File: src/rtl/vga_pattern_gen.sv
// vga_pattern_gen: test-pattern colour generator for a VGA output.
//   A debounced push-button steps through four patterns: colour bars, checkerboard,
//   a bouncing box, and a solid colour that cycles once per frame.
// Ports:
//   clk, rst_n              system clock, async active-low reset
//   pix_en                  one-clk pulse per pixel; the pixel path advances on it
//   hsync_in, vsync_in      active-low syncs aligned with x_in/y_in
//   x_in, y_in              pixel coordinates, 1-based when active, 0 = blanking
//   btn_c                   raw asynchronous push-button, active-high
//   VGA_HS, VGA_VS          syncs delayed by one pix_en
//   VGA_R, VGA_G, VGA_B     registered pixel colour
//   mode                    current pattern mode
module vga_pattern_gen #(
  parameter int unsigned DEBOUNCE_CYCLES = 1000000,
  parameter int unsigned BOX_SIZE        = 32,
  parameter int unsigned H_ACT           = 640,
  parameter int unsigned V_ACT           = 480
) (
  input  logic       clk,
  input  logic       rst_n,
  input  logic       pix_en,
  input  logic       hsync_in,
  input  logic       vsync_in,
  input  logic [9:0] x_in,
  input  logic [8:0] y_in,
  input  logic       btn_c,
  output logic       VGA_HS,
  output logic       VGA_VS,
  output logic [3:0] VGA_R,
  output logic [3:0] VGA_G,
  output logic [3:0] VGA_B,
  output logic [1:0] mode
);

  localparam int unsigned XW    = 11;
  localparam int unsigned YW    = 10;
  localparam int unsigned CNT_W = (DEBOUNCE_CYCLES > 1) ? $clog2(DEBOUNCE_CYCLES) : 1;

  typedef enum logic [1:0] {
    MODE_BARS    = 2'd0,
    MODE_CHECKER = 2'd1,
    MODE_BOX     = 2'd2,
    MODE_SOLID   = 2'd3
  } mode_t;

  logic             r_btn_meta;
  logic             r_btn_sync;
  logic             r_btn_stable;
  logic [CNT_W-1:0] r_db_cnt;
  logic             r_press;
  mode_t            r_mode;
  mode_t            w_mode_next;
  logic             r_vs_prev;
  logic             r_vs_armed;
  logic             w_frame_tick;
  logic [9:0]       r_box_x;
  logic [8:0]       r_box_y;
  logic             r_dir_x;   // 1 = moving towards larger coordinates
  logic             r_dir_y;
  logic             w_hit_right;
  logic             w_hit_left;
  logic             w_hit_bottom;
  logic             w_hit_top;
  logic [11:0]      r_solid;
  logic [2:0]       w_bar;
  logic             w_x_b5;
  logic             w_y_b5;
  logic             w_in_box;
  logic [11:0]      w_rgb;
  logic [11:0]      r_rgb;
  logic             r_hs;
  logic             r_vs;

  // Two-flop synchronizer for the raw button
  always_ff @(posedge clk or negedge rst_n) begin
    if (!rst_n) begin
      r_btn_meta <= 1'b0;
      r_btn_sync <= 1'b0;
    end else begin
      r_btn_meta <= btn_c;
      r_btn_sync <= r_btn_meta;
    end
  end

  // Debouncer: accept a new level after DEBOUNCE_CYCLES consecutive differing samples
  always_ff @(posedge clk or negedge rst_n) begin
    if (!rst_n) begin
      r_btn_stable <= 1'b0;
      r_db_cnt     <= '0;
      r_press      <= 1'b0;
    end else begin
      r_press <= 1'b0;
      if (r_btn_sync == r_btn_stable) begin
        r_db_cnt <= '0;
      end else if (r_db_cnt == CNT_W'(DEBOUNCE_CYCLES - 1)) begin
        r_btn_stable <= r_btn_sync;
        r_db_cnt     <= '0;
        r_press      <= r_btn_sync;  // only the rising level is an event
      end else begin
        r_db_cnt <= r_db_cnt + CNT_W'(1);
      end
    end
  end

  // Mode FSM state register
  always_ff @(posedge clk or negedge rst_n) begin
    if (!rst_n) r_mode <= MODE_BARS;
    else        r_mode <= w_mode_next;
  end

  // Mode FSM next state
  always_comb begin
    w_mode_next = r_mode;
    if (r_press) begin
      case (r_mode)
        MODE_BARS:    w_mode_next = MODE_CHECKER;
        MODE_CHECKER: w_mode_next = MODE_BOX;
        MODE_BOX:     w_mode_next = MODE_SOLID;
        default:      w_mode_next = MODE_BARS;
      endcase
    end
  end

  // Frame tick on vsync falling edge; suppressed for the first sample after reset
  always_ff @(posedge clk or negedge rst_n) begin
    if (!rst_n) begin
      r_vs_prev  <= 1'b1;
      r_vs_armed <= 1'b0;
    end else begin
      r_vs_prev  <= vsync_in;
      r_vs_armed <= 1'b1;
    end
  end

  assign w_frame_tick = r_vs_armed & r_vs_prev & ~vsync_in;

  assign w_hit_right  = (XW'(r_box_x) + XW'(BOX_SIZE - 1)) >= XW'(H_ACT);
  assign w_hit_left   = r_box_x <= 10'd1;
  assign w_hit_bottom = (YW'(r_box_y) + YW'(BOX_SIZE - 1)) >= YW'(V_ACT);
  assign w_hit_top    = r_box_y <= 9'd1;

  // Bouncing box; r_mode here is the pre-press value when both events coincide
  always_ff @(posedge clk or negedge rst_n) begin
    if (!rst_n) begin
      r_box_x <= 10'd1;
      r_box_y <= 9'd1;
      r_dir_x <= 1'b1;
      r_dir_y <= 1'b1;
    end else if (w_frame_tick && (r_mode == MODE_BOX)) begin
      if (r_dir_x) begin
        if (w_hit_right) begin
          r_dir_x <= 1'b0;
          r_box_x <= r_box_x - 10'd1;
        end else begin
          r_box_x <= r_box_x + 10'd1;
        end
      end else if (w_hit_left) begin
        r_dir_x <= 1'b1;
        r_box_x <= r_box_x + 10'd1;
      end else begin
        r_box_x <= r_box_x - 10'd1;
      end
      if (r_dir_y) begin
        if (w_hit_bottom) begin
          r_dir_y <= 1'b0;
          r_box_y <= r_box_y - 9'd1;
        end else begin
          r_box_y <= r_box_y + 9'd1;
        end
      end else if (w_hit_top) begin
        r_dir_y <= 1'b1;
        r_box_y <= r_box_y + 9'd1;
      end else begin
        r_box_y <= r_box_y - 9'd1;
      end
    end
  end

  // Solid colour steps blue -> green -> red once per frame while shown
  always_ff @(posedge clk or negedge rst_n) begin
    if (!rst_n) begin
      r_solid <= 12'h00f;
    end else if (w_frame_tick && (r_mode == MODE_SOLID)) begin
      case (r_solid)
        12'h00f: r_solid <= 12'h0f0;
        12'h0f0: r_solid <= 12'hf00;
        default: r_solid <= 12'h00f;
      endcase
    end
  end

  assign w_bar    = 3'((XW'(x_in) - XW'(1)) / XW'(80));
  assign w_x_b5   = 1'((XW'(x_in) - XW'(1)) >> 5);
  assign w_y_b5   = 1'((YW'(y_in) - YW'(1)) >> 5);
  assign w_in_box = (XW'(x_in) >= XW'(r_box_x)) &&
                    (XW'(x_in) <= XW'(r_box_x) + XW'(BOX_SIZE - 1)) &&
                    (YW'(y_in) >= YW'(r_box_y)) &&
                    (YW'(y_in) <= YW'(r_box_y) + YW'(BOX_SIZE - 1));

  // Colour for the current coordinate; blanking is always black
  always_comb begin
    w_rgb = 12'h000;
    if ((x_in != 10'd0) && (y_in != 9'd0)) begin
      case (r_mode)
        MODE_BARS:    w_rgb = {{4{w_bar[2]}}, {4{w_bar[1]}}, {4{w_bar[0]}}};
        MODE_CHECKER: w_rgb = (w_x_b5 ^ w_y_b5) ? 12'hfff : 12'h000;
        MODE_BOX:     w_rgb = w_in_box ? 12'hf00 : 12'h00f;
        default:      w_rgb = r_solid;
      endcase
    end
  end

  // Output register: colour and syncs advance together on pix_en
  always_ff @(posedge clk or negedge rst_n) begin
    if (!rst_n) begin
      r_rgb <= 12'h000;
      r_hs  <= 1'b1;
      r_vs  <= 1'b1;
    end else if (pix_en) begin
      r_rgb <= w_rgb;
      r_hs  <= hsync_in;
      r_vs  <= vsync_in;
    end
  end

  assign VGA_HS = r_hs;
  assign VGA_VS = r_vs;
  assign VGA_R  = r_rgb[11:8];
  assign VGA_G  = r_rgb[7:4];
  assign VGA_B  = r_rgb[3:0];
  assign mode   = r_mode;

endmodule
File: config.mk
export PLATFORM = sky130hd
export DESIGN_NAME = vga_pattern_gen
export DESIGN_NICKNAME = d
export VERILOG_FILES = /design/src/rtl/vga_pattern_gen.sv
export SDC_FILE = /design/constraint.sdc
export NUM_CORES = 1
export LEC_CHECK = 0
export BUFFER_PORTS_ARGS = -buffer_cell sky130_fd_sc_hd__buf_4
export CORE_ASPECT_RATIO = 0.5
export CORE_UTILIZATION = 35
export CTS_BUF_LIST = sky130_fd_sc_hd__clkbuf_8
export DETAILED_ROUTE_END_ITERATION = 6
export GPL_TIMING_DRIVEN = 0
export HOLD_SLACK_MARGIN = 0.12
export PLACE_DENSITY_LB_ADDON = 0.12
export SLEW_MARGIN = 20
export SYNTH_ARGS = -nofsm -noshare
export SYNTH_HDL_FRONTEND = slang
export SYNTH_SLANG_ARGS = --single-unit
File: constraint.sdc
create_clock -name clk -period 3.2 [get_ports clk]
set_input_delay 0.64 -clock clk [delete_from_list [all_inputs] [get_ports clk]]
set_output_delay 0.64 -clock clk [all_outputs]
set_load 0.1 [all_outputs]
==> impl_results.md <==
- Die Y: 84.3 um
- Final GP Congestion: 0.841
- First-pass GRT wire length: 19,500 um
- R2R depth: 13
- Worst hold path type: flop to flop
- Clock share of power: 35.4%
- Net Sw Power: 0.630 mW
- Hold Violations, Final: 0
- Maximum VDD drop: 0.155 mV
- Gr usage total: 17.4%
- Post-synth EDFFs: 0
- Reg clk slew, reported paths: 0.07 ns
- Fin Clk Skew: 0.00557 ns
- Drt via density: 5.28
- Final-report setup violation count: 0
- Hold EP: r_btn_sync
- Status: complete, no violations
- Antenna violations before repair: 0
- Worst rel slew slack: 50.0%
- CTS Buffer Depth: 2
- Hold Startpoint: r_btn_meta
- Die area: 14,000 um2
- Cell count after synthesis: 541
- Clock Latency Late Sink: 0.35 ns
- Required time of the critical path: 3.47 ns
- Clk root buf: clkbuf_8
- Seq pwr share: 42.1%
- Crit-path cells: buf_6 > inv_4 > ha_4 > or4b_4 > a21o_1 > and2_4 > ha_4 > a2111oi_4 > o21ai_1 > o211ai_1 > nor4b_4 > a311oi_2 > o22ai_1
- Yosys cell types: 73
- Final #Nets: 677
- R2r setup slk: 0.07 ns
- Crit start category: flop
- Final Max Slew Viols: 0
- Reg area: 1440 um2
- Synth warnings: 0
- Residual DRC: 0
- WS Path Type: flop to flop
- Initial core utilization: 36.6%
- Syn-to-layout area delta: 17.5%
- Mapped Area: 4740 um2
- Seq/Total Area, Yosys: 30.3%
- Post-route ant nets: 0
- Hpwl dp: 8640 um
- DP Worst Slack: -0.466 ns
- Clock Sinks: 57
- H-tree Lvls: 3
- Largest net degree at the start of global routing: 58
- N_diodes: 0
- Max-Cap Viols: 0
- Vias in the first global route: 3,869
- Final Util: 43.0%
- Async set-reset flop share out of synthesis: 100%
- Syn nets: 618
- Number of synthesized register bits: 57
- Global route overflow: 0
- Die width: 167 um
- Critical Path Max Stage Delay: 0.46 ns
- Fin crit share: 97.8%
- Mean Syn Cell Area: 8.77 um2
- Commonest non-fill, non-tap cell in the layout: buf_4
- Commonest cells after routing, fill and taps aside: buf_4 (57), ha_1 (49), dfrtp_1 (49)
- Crit path max fanout: 5
- Drt wl/cell: 14.7 um
- Final Critical Period: 3.13 ns
- Final setup margin: 0.0719 ns
- Pleak: 2.33 nW
- Reg2reg end: r_rgb[10]
- Share of layout cells above drive strength 1: 19.5%
- Worst-Margin Slew: 0.750 ns
- Reg2reg start: r_box_y[1]
- Filler instances: 1,306
- RSZ-0062 raised after global routing: true
- Final wirelength: 11,400 um
- Port Buffers: 40
- Pint: 1.14 mW
- TritonCTS clock tree: done
- Switching fraction of total power: 35.5%
- Largest area contributor in the netlist: dfrtp_1
- Core area: 13,000 um2
- Multi-input logic area: 3090 um2
- Hold depth: 0
- Vias: 4,092
- Arr. time, crit path: 3.39 ns
- Initial DRC count: 179
- CP max-delay cell: or4b_4
- Total CTS buffers: 9
- Max Clock Freq: 320 MHz
- # IOs: 41
- Most frequent cell on the critical path: ha_4
- Post-synth top area share: 25.9%
- Top_reg_cell synth: dfrtp_1
- Comb pwr share: 22.5%
- 1st-pass router iterations: 5
- Setup TNS: 0 ns
- Crit. End Element: flop
- PwrDens: 318 nW/um2
- Top cells by area, synth: dfrtp_1 (26%), ha_1 (14%), xnor2_1 (7.4%)
- Row cnt: 29
==> worst max-delay path: cells and delay by family, from the launching register on <==
kind / cells / cell delay [ns]
flops: 1 / 0.39
buf+inv: 2 / 0.20
simple gates: 3 / 0.92
compound gates: 6 / 1.18
fa+ha+maj: 2 / 0.37
==> through the flow <==
step / hold slack, ns / std cells / power (mW) / area [um2]
finish: 0.355 / 775 / 1.77 / 5580
global route: 0.376 / 775 / 1.86 / 5580
floorplan: 0.331 / 541 / 1.04 / 4750
global placement: 0.339 / 751 / 1.15 / 5260
CTS: 0.362 / 773 / 1.80 / 5550
detailed placement: 0.344 / 751 / 1.15 / 5260
==> power groups by stage <==
stage          Clock, mW  Combinational (mW)  Sequential [mW]
2_1_floorplan          0               0.228            0.814
3_3_place_gp           0               0.392            0.760
3_5_place_dp           0               0.394            0.761
4_1_cts            0.647               0.402            0.747
5_1_grt            0.678               0.429            0.750
6_report           0.627               0.399            0.747
==> area by class of cell <==
class                      instances  area share [%]
buffer                            29            3.30
multi-input combinational        425            55.4
sequential                        57            25.8
clock inverter                     7           0.965
inverter                          30            2.06
tap                              170            3.82
clock buffer                       9            2.22
timing repair buffer              48            6.46
==> sequential cells by signal, summed over array words and instances, names as in the netlist <==
signal and count:
VGA_HS 1, VGA_VS 1, r_rgb 3, r_vs_armed 1, r_solid 3, mode 2, r_db_cnt 20, r_press 1
r_btn_stable 1, r_dir_y 1, r_box_x 10, r_box_y 9, r_dir_x 1, r_btn_sync 1, r_vs_prev 1, r_btn_meta 1
==> how the worst max path moves through the flow <==
stage,cells after the start,to,startpoint
6_report,13,r_rgb[10],r_box_y[1]
4_1_cts,11,r_rgb[10],r_box_y[1]
5_1_grt,13,r_rgb[10],r_box_y[1]
3_5_place_dp,13,r_rgb[10],r_box_y[1]
2_1_floorplan,13,r_rgb[3],r_box_y[1]
3_3_place_gp,13,r_rgb[10],r_box_y[1]
==> layer usage <==
layer	global-route usage [%]	wire length, um	up-vias
li1	-	-	2063
met1	24.7	5830	1935
met2	26.8	4970	80
met3	3.68	463	14
met4	4.38	153	0
met5	0	0	-
==> synthesized netlist by cell type (7+ instances only) <==
master,number
nor3_1,20
buf_4,9
nand2_1,37
o21ai_0,27
inv_1,29
dfstp_2,8
ha_1,52
or3_1,8
clkbuf_1,12
a21oi_1,22
xnor2_1,40
xor2_1,10
and3_1,7
nand4_1,16
nor2_1,47
nand3_1,29
dfrtp_1,49
==> what timing repair did <==
action | 4_1_cts | 5_1_grt
resized for setup | 13 | 3
pin swaps | 7 | 3
hold buffers | 0 | 0
cloned | 0 | 0
endpoints found under the setup margin | 2 | 2
hold endpoints to repair | 0 | 0
setup buffers | 6 | 2
==> cells by family after synthesis <==
logic type,share of synthesized area (%)
and+or+nand+nor,23.0
AOI/OAI and AO/OA,15.9
buffers and inverters,6.25
DFF,30.3
adders and majority gates,13.9
xor gates and xnor gates,9.23
muxes,1.35
other,0.0791
No activity file was read; power rests on OpenSTA's default activity.
